--- src/rtl/fma16_unpack.sv ---
// Operand front end for fma16: decodes and classifies three binary16 operands
// and iteratively normalizes subnormals. Define FMA16_UNPACK_DAZ_EN for denormals-are-zero.
module fma16_unpack #(
  parameter int SHIFT_STEP = 1,
  parameter int EXP_W      = 7
) (
  input  logic             clk,
  input  logic             reset,
  input  logic             in_valid,
  output logic             in_ready,
  input  logic [15:0]      x,
  input  logic [15:0]      y,
  input  logic [15:0]      z,
  output logic             out_valid,
  input  logic             out_ready,
  output logic             xs,
  output logic             ys,
  output logic             zs,
  output logic [EXP_W-1:0] xe,
  output logic [EXP_W-1:0] ye,
  output logic [EXP_W-1:0] ze_o,
  output logic [10:0]      xm,
  output logic [10:0]      ym,
  output logic [10:0]      zm_o,
  output logic [4:0]       xcls,
  output logic [4:0]       ycls,
  output logic [4:0]       zcls
);

  localparam logic [1:0] S_IDLE = 2'd0;
  localparam logic [1:0] S_NORM = 2'd1;
  localparam logic [1:0] S_DONE = 2'd2;

  // Class bit positions: {snan, qnan, inf, sub, zero}
  localparam logic [4:0] CLS_ZERO = 5'b00001;
  localparam logic [4:0] CLS_SUB  = 5'b00010;
  localparam logic [4:0] CLS_INF  = 5'b00100;
  localparam logic [4:0] CLS_QNAN = 5'b01000;
  localparam logic [4:0] CLS_SNAN = 5'b10000;

  logic [1:0]       state_reg;
  logic [15:0]      op_in    [3];
  logic             sign_reg [3];
  logic [EXP_W-1:0] exp_reg  [3];
  logic [10:0]      mant_reg [3];
  logic [4:0]       cls_reg  [3];

  logic [EXP_W-1:0] dec_exp  [3];
  logic [10:0]      dec_mant [3];
  logic [4:0]       dec_cls  [3];
  logic [EXP_W-1:0] exp_next [3];
  logic [10:0]      mant_next[3];
  logic [2:0]       dec_sub;
  logic [2:0]       norm_ok;

  assign op_in[0] = x;
  assign op_in[1] = y;
  assign op_in[2] = z;

  genvar gi;
  generate
    for (gi = 0; gi < 3; gi++) begin : g_op
      logic [4:0]       fe;
      logic [9:0]       ff;
      logic [EXP_W-1:0] d_exp;
      logic [10:0]      d_mant;
      logic [4:0]       d_cls;
      logic [1:0]       sh;
      logic [10:0]      n_mant;
      logic [EXP_W-1:0] n_exp;

      assign fe = op_in[gi][14:10];
      assign ff = op_in[gi][9:0];

      always_comb begin
        d_exp  = EXP_W'(fe);
        d_mant = {1'b1, ff};
        d_cls  = '0;
        if (fe == 5'd0) begin
          if (ff == 10'd0) begin
            d_exp  = '0;
            d_mant = '0;
            d_cls  = CLS_ZERO;
          end else begin
`ifdef FMA16_UNPACK_DAZ_EN
            d_exp  = '0;
            d_mant = '0;
            d_cls  = CLS_ZERO;
`else
            d_exp  = EXP_W'(1);
            d_mant = {1'b0, ff};
            d_cls  = CLS_SUB;
`endif
          end
        end else if (fe == 5'd31) begin
          if (ff == 10'd0)
            d_cls = CLS_INF;
          else if (ff[9])
            d_cls = CLS_QNAN;
          else
            d_cls = CLS_SNAN;
        end
      end

      // Shift by min(SHIFT_STEP, leading zeros); mant is nonzero for a subnormal.
      always_comb begin
        sh = 2'd0;
        if (cls_reg[gi][1] && !mant_reg[gi][10]) begin
          if (SHIFT_STEP >= 2 && !mant_reg[gi][9])
            sh = 2'd2;
          else
            sh = 2'd1;
        end
        n_mant = mant_reg[gi] << sh;
        n_exp  = exp_reg[gi] - EXP_W'(sh);
      end

      assign dec_exp[gi]   = d_exp;
      assign dec_mant[gi]  = d_mant;
      assign dec_cls[gi]   = d_cls;
      assign dec_sub[gi]   = d_cls[1];
      assign exp_next[gi]  = n_exp;
      assign mant_next[gi] = n_mant;
      assign norm_ok[gi]   = n_mant[10] || !cls_reg[gi][1];
    end
  endgenerate

  always_ff @(posedge clk or posedge reset) begin
    if (reset) begin
      state_reg <= S_IDLE;
      for (int i = 0; i < 3; i++) begin
        sign_reg[i] <= 1'b0;
        exp_reg[i]  <= '0;
        mant_reg[i] <= '0;
        cls_reg[i]  <= '0;
      end
    end else begin
      case (state_reg)
        S_IDLE: begin
          if (in_valid) begin
            for (int i = 0; i < 3; i++) begin
              sign_reg[i] <= op_in[i][15];
              exp_reg[i]  <= dec_exp[i];
              mant_reg[i] <= dec_mant[i];
              cls_reg[i]  <= dec_cls[i];
            end
            state_reg <= (|dec_sub) ? S_NORM : S_DONE;
          end
        end
        S_NORM: begin
          for (int i = 0; i < 3; i++) begin
            mant_reg[i] <= mant_next[i];
            exp_reg[i]  <= exp_next[i];
          end
          if (&norm_ok)
            state_reg <= S_DONE;
        end
        S_DONE: begin
          if (out_ready)
            state_reg <= S_IDLE;
        end
        default: state_reg <= S_IDLE;
      endcase
    end
  end

  assign in_ready  = (state_reg == S_IDLE);
  assign out_valid = (state_reg == S_DONE);

  assign xs   = sign_reg[0];
  assign ys   = sign_reg[1];
  assign zs   = sign_reg[2];
  assign xe   = exp_reg[0];
  assign ye   = exp_reg[1];
  assign ze_o = exp_reg[2];
  assign xm   = mant_reg[0];
  assign ym   = mant_reg[1];
  assign zm_o = mant_reg[2];
  assign xcls = cls_reg[0];
  assign ycls = cls_reg[1];
  assign zcls = cls_reg[2];

endmodule

--- config.mk ---
export PLATFORM = sky130hd
export DESIGN_NAME = fma16_unpack
export DESIGN_NICKNAME = d
export VERILOG_FILES = /design/src/rtl/fma16_unpack.sv
export SDC_FILE = /design/constraint.sdc
export NUM_CORES = 1
export LEC_CHECK = 0
export CAP_MARGIN = 5
export CORE_UTILIZATION = 51
export CTS_BUF_LIST = sky130_fd_sc_hd__clkbuf_4 sky130_fd_sc_hd__clkbuf_8
export CTS_CLUSTER_DIAMETER = 100
export CTS_CLUSTER_SIZE = 10
export DETAILED_ROUTE_END_ITERATION = 16
export PLACE_DENSITY = 0.95
export RECOVER_POWER = 100
export SYNTH_ARGS = -nofsm -noshare
export SYNTH_HDL_FRONTEND = slang
export SYNTH_SLANG_ARGS = --single-unit
--- constraint.sdc ---
create_clock -name clk -period 5.7 [get_ports clk]
set_input_delay 0.57 -clock clk [delete_from_list [all_inputs] [get_ports clk]]
set_output_delay 0.57 -clock clk [all_outputs]
set_load 0.01 [all_outputs]
# Yosys cells after proc, flatten, opt, wreduce, memory -nomap -nowiden
# Cells that the tools add are included.
[word_totals] elab_cells=91 out_inout_bits=74 register_bits=74 input_bits=52
[classes] n_reduce_logical=25 shift=3 muxes=39 n_addsub=3 eq_ne=8
[op_table] op="5-bit 2-to-1 mux" count=15
[op_table] op="33-bit one-hot mux with 2 select lines" count=1
[op_table] op="21-bit one-hot mux with 2 select lines" count=1
[op_table] op="11-bit 2-to-1 mux" count=3
[op_table] op="33-bit 2-to-1 mux" count=1
[op_table] op="11-bit by 2-bit << shifter with 11-bit output" count=3
[op_table] op="10-bit zero test" count=3
[op_table] op="10-bit 2-to-1 mux" count=3
[op_table] op="21-bit 2-to-1 mux" count=1
[op_table] op="7-bit by 2-bit subtractor with 7-bit output" count=3
[op_table] op="5-bit == test (second input constant)" count=3
[op_table] op="5-bit zero test" count=3
[op_table] op="2-bit 2-to-1 mux" count=7
[op_table] op="1-bit zero test" count=6
[op_table] op="1-bit 2-to-1 mux" count=6
[op_table] op="2-bit one-hot mux with 3 select lines" count=1
[op_table] op="3-bit AND reduction" count=2
[op_table] op="2-bit != test (second input constant)" count=2
[op_table] op="2-bit AND reduction" count=2
[op_table] op="1-bit logical AND" count=3
[op_table] op="1-bit logical OR" count=3
[op_table] op="3-bit OR reduction" count=1
[op_table] op="2-bit by 1-bit == test with 1-bit output (second input constant)" count=1
[op_table] op="2-bit == test (second input constant)" count=1
[op_table] op="other kinds (3)" count=3

# Logic depth before layout (Yosys ltp)
[logic_depth] depth_word=8 mapped_depth=7 depth_no_buf=7

# Least setup slack after synthesis
# No wires, ideal clock.
[synth_path] path_type="input port to flip-flop" from="input port z[11]" to="register mant_reg (netlist bit zm_o[5])" arrival_time_ns=1.614 setup_slack_ns=3.968 stages=4 n_path_buf=0 t_required_ns=5.582 cell_sequence="or4_1 nor2_2 a21oi_1 a21o_1"
[synth_via] elab_chain_len=4
[synth_rtl] element="start, declared" line="13" rtl="input logic [15:0] z,"
[synth_rtl] element="5-bit zero test" line="79" rtl="if (fe == 5'd0) begin"
[synth_rtl] element="11-bit 2-to-1 mux" line="79"
[synth_rtl] element="33-bit 2-to-1 mux" line="140" rtl="if (in_valid) begin"
[synth_rtl] element="33-bit one-hot mux with 2 select lines" line="138" rtl="case (state_reg)"
[synth_rtl] element="end signal, assigned by index" line="144" rtl="mant_reg[i] <= dec_mant[i];"
[synth_rtl] element="end signal, assigned by index" line="152" rtl="mant_reg[i] <= mant_next[i];"
[synth_rtl] element="end, declared" line="45" rtl="logic [10:0] mant_reg [3];"
# Every way passes these cells. The select of a mux whose other input is x is not followed.
# A chain may end at the register's enable or synchronous reset.

# Worst setup path in the final report
[layout_path] from="input port in_valid" to="register mant_reg (netlist bit ym[6])"
[layout_via] elab_chain_len=2
[layout_rtl] element="start, declared" line="9" rtl="input logic in_valid,"
[layout_rtl] element="2-bit != test (no source line)"
[layout_rtl] element="2-bit AND reduction (no source line)"
# Every way passes these cells.

==> summary.json <==
{
  "clock-sinks": {"value": 74},
  "yosys_warnings": {"value": 0},
  "synth.area.top_cells": {"value": "sky130_fd_sc_hd__dfrtp_1 (51%), sky130_fd_sc_hd__nand2_1 (8.4%), sky130_fd_sc_hd__a22oi_1 (4.3%), sky130_fd_sc_hd__a22o_1 (3.6%), sky130_fd_sc_hd__nor2_1 (2.7%)"},
  "yosysMostFrequentCell": {"value": "sky130_fd_sc_hd__nand2_1"},
  "internal_power_component": {"value": 0.001381, "unit": "W"},
  "htree_num_levels": {"value": 3},
  "syn_avg_cell_area": {"value": 9.609, "unit": "sq um"},
  "clock_insertion_delay_at_the_later_pin_of_the_skew_report": {"value": 0.36, "unit": "ns"},
  "placed_cells_incl_taps": {"value": 588},
  "place.detailed.hpwl": {"value": 7263, "unit": "um"},
  "num_antenna_cells": {"value": 0},
  "final_worst_path_period_share": {"value": 0.6841},
  "fp.dieH": {"value": 86.73, "unit": "um"},
  "layout.cells.non_filler": {"value": 604},
  "io_pins": {"value": 126},
  "final.setup.tns": {"value": 0, "unit": "ns"},
  "count_of_routing_violations_after_the_opening_detailed_route_iteration": {"value": 306},
  "nNetsFinal": {"value": 561},
  "asr_flop_ratio_synth": {"value": 1.000},
  "gp_congestion": {"value": 0.8699},
  "setup.worst_path.class": {"value": "primary input to register"},
  "crit_required": {"value": 5.95, "unit": "ns"},
  "comb_power_share": {"value": 0.403},
  "postRouteWirelength": {"value": 10150, "unit": "um"},
  "synth-seq-cells": {"value": 74},
  "grt_antenna_before_repair": {"value": 0},
  "core_area": {"value": 6869, "unit": "sq um"},
  "timing.final.max_slew_violations": {"value": 57},
  "finalCoreUtilization": {"value": 0.7515},
  "tightest_slew": {"value": 2.146, "unit": "ns"},
  "floorplan.die.width": {"value": 86.73, "unit": "um"},
  "p_clk_frac": {"value": 0.189},
  "power_frac_seq": {"value": 0.408},
  "total_power_consumption": {"value": 0.002205, "unit": "W"},
  "reg2reg_start": {"value": "state_reg[0]"},
  "post_synth_inst_count": {"value": 381},
  "cts-root-to-sink-buffers": {"value": 2},
  "area_grow_syn2layout": {"value": 41.01, "unit": "%"},
  "unrepaired_setup_endpoints_after_global_routing": {"value": "no"},
  "timing.critical_path.fanout_max": {"value": 25},
  "hold_path_class": {"value": "register to register"},
  "globalRoute.totalOverflow": {"value": 0},
  "placement_rows": {"value": 30},
  "cellPowerDensity": {"value": 427.1, "unit": "nW/um^2"},
  "cts.clk_slew.worst_paths": {"value": 0.08, "unit": "ns"},
  "slew-limit-headroom": {"value": -0.4341},
  "yosysTopAreaCell": {"value": "sky130_fd_sc_hd__dfrtp_1"},
  "final.min_clock_period": {"value": 3.899, "unit": "ns"},
  "first_global_vias": {"value": 3413},
  "grt_pass1_wl": {"value": 16660, "unit": "um"},
  "cap_violations": {"value": 2},
  "synth_top_cells_by_count": {"value": "sky130_fd_sc_hd__nand2_1 (82), sky130_fd_sc_hd__dfrtp_1 (74), sky130_fd_sc_hd__nor2_1 (26), sky130_fd_sc_hd__a22oi_1 (21)"},
  "synth_nets": {"value": 439},
  "synth_largest_type_area_fraction": {"value": 0.5058},
  "ff2ff_setup_slack": {"value": 2.05, "unit": "ns"},
  "total_leakage_power": {"value": 2.408, "unit": "nW"},
  "design.die.area": {"value": 7521, "unit": "sq um"},
  "ctsHoldBuffers": {"value": 0},
  "number_of_vias_after_detailed_routing": {"value": 3542},
  "swShare": {"value": 0.3735},
  "setup_viol": {"value": 0},
  "placement.io_buffers": {"value": 125},
  "layout-drive-gt1-share": {"value": 0.05315},
  "crit_end": {"value": "ym[6]"},
  "synth_top_flop_cell": {"value": "sky130_fd_sc_hd__dfrtp_1"},
  "largest_net_degree_at_the_start_of_global_routing": {"value": 75},
  "cts_tree": {"value": "yes"},
  "ir_worst_vdd": {"value": 0.2596, "unit": "mV"},
  "postCtsSetupBuffers": {"value": 0},
  "yosysSeqAreaShare": {"value": 0.5058},
  "synth.lib_cells_used.distinct": {"value": 45},
  "arrival": {"value": 4.15, "unit": "ns"},
  "power.switching": {"value": 0.0008234, "unit": "W"},
  "violations_in_the_final_reports": {"value": "max-capacitance violations, max-slew violations"},
  "cp-startpoint": {"value": "in_valid"},
  "worstReg2RegEnd": {"value": "ym[6]"},
  "drt-pass1-iter-count": {"value": 6},
  "setup.worst_path.end_class": {"value": "register"},
  "num_cts_buffers": {"value": 9},
  "detail_route.wl_per_cell": {"value": 16.80, "unit": "um"},
  "cts-resized-gates": {"value": 0},
  "timing.hold.ws": {"value": 0.4712, "unit": "ns"},
  "count_of_antenna_violating_nets_left_after_detailed_routing": {"value": 0},
  "clock_tree.root_cell": {"value": "sky130_fd_sc_hd__clkbuf_8"},
  "groute.usage.overall": {"value": 0.2877},
  "synth.cell_area": {"value": 3661, "unit": "sq um"},
  "start_util": {"value": 0.5330},
  "timing.critical_path.from_type": {"value": "primary input"},
  "hold_violations": {"value": 0},
  "detail_route.drc_violations": {"value": 0},
  "max_freq": {"value": 256.4, "unit": "MHz"},
  "timing.clock.skew": {"value": 0.008747, "unit": "ns"},
  "post_drt_via_cell_ratio": {"value": 5.864},
  "synth-edff-count": {"value": 0},
  "status": {"value": "finished with violations"},
  "worstRegToRegCells": {"value": 5}
}
-- placed cells by master (no fill, tap or decap), types with 7 or more instances in the layout --
cell type                         count
sky130_fd_sc_hd__a22o_1              15
sky130_fd_sc_hd__o21ai_0             10
sky130_fd_sc_hd__dlygate4sd3_1       76
sky130_fd_sc_hd__nor2_1              26
sky130_fd_sc_hd__nand2_1             82
sky130_fd_sc_hd__inv_1                9
sky130_fd_sc_hd__a21oi_1             15
sky130_fd_sc_hd__mux2i_1              7
sky130_fd_sc_hd__clkbuf_8            10
sky130_fd_sc_hd__nand3_1             13
sky130_fd_sc_hd__o22a_1               8
sky130_fd_sc_hd__a22oi_1             21
sky130_fd_sc_hd__clkdlybuf4s50_1     49
sky130_fd_sc_hd__dfrtp_1             74
-- layer usage --
metal / up-vias / part of all wire / track usage
met3: 25 / 0.065 / 0.05619
met5: - / 0 / 0
met4: 0 / 0.026 / 0.1197
met1: 1720 / 0.41 / 0.3792
li1: 1640 / - / -
met2: 157 / 0.50 / 0.4675
-- cell type report --
type | count | area, sq um
inverters | 10 | 37.54
clock inverters | 5 | 53.80
well taps | 96 | 120.1
multi-input cells | 277 | 1662
clock buffers | 11 | 145.1
repair buffers | 131 | 1292
fillers | 492 | 1707
flip-flops and latches | 74 | 1852
-- critical path, cell delays in order --
cell                            delay, ns
sky130_fd_sc_hd__dlygate4sd3_1       0.76
sky130_fd_sc_hd__nor3b_1             1.70
sky130_fd_sc_hd__buf_4               0.49
sky130_fd_sc_hd__nor2_1              0.21
sky130_fd_sc_hd__a22o_1              0.23
sky130_fd_sc_hd__a21o_1              0.16
-- how the worst min path moves through the flow --
stage	slack [ns]	to	depth (start not counted)	startpoint
2_1_floorplan	0.51	xs	2	xs
3_3_place_gp	0.46	ycls[4]	2	ycls[4]
3_5_place_dp	0.47	ycls[4]	2	ycls[4]
4_1_cts	0.49	xe[6]	1	xe[6]
5_1_grt	0.50	ycls[0]	2	ycls[0]
6_report	0.47	xe[6]	1	xe[6]
-- cell families (layout without fill, tap and decap cells) --
| kind of cell | Yosys count | in the layout | share of synthesized area |
|---|---|---|---|
| buffers and inverters | 30 | 157 | 0.03588 |
| muxes | 7 | 7 | 0.01914 |
| DFF | 74 | 74 | 0.5058 |
| adders and majority gates | 6 | 6 | 0.02051 |
| AOI/OAI and AO/OA | 101 | 101 | 0.2020 |
| and+or+nand+nor | 163 | 163 | 0.2167 |
-- stage by stage --
stage	worst slack, ns	area (sq um)
floorplan	3.248	3661
global placement	2.686	4984
detailed placement	2.606	4984
CTS	2.979	5182
global route	1.681	5162
finish	1.801	5162
-- power by group through the flow --
| stage | sequential, W | combinational (W) | clock [W] |
|---|---|---|---|
| 2_1_floorplan | 0.000949 | 0.000388 | 0 |
| 3_3_place_gp | 0.000909 | 0.000918 | 0 |
| 3_5_place_dp | 0.000913 | 0.000958 | 0 |
| 4_1_cts | 0.000907 | 0.000963 | 0.000419 |
| 5_1_grt | 0.000929 | 0.000968 | 0.000443 |
| 6_report | 0.000901 | 0.000888 | 0.000416 |
(Power assumes the default switching activity.)
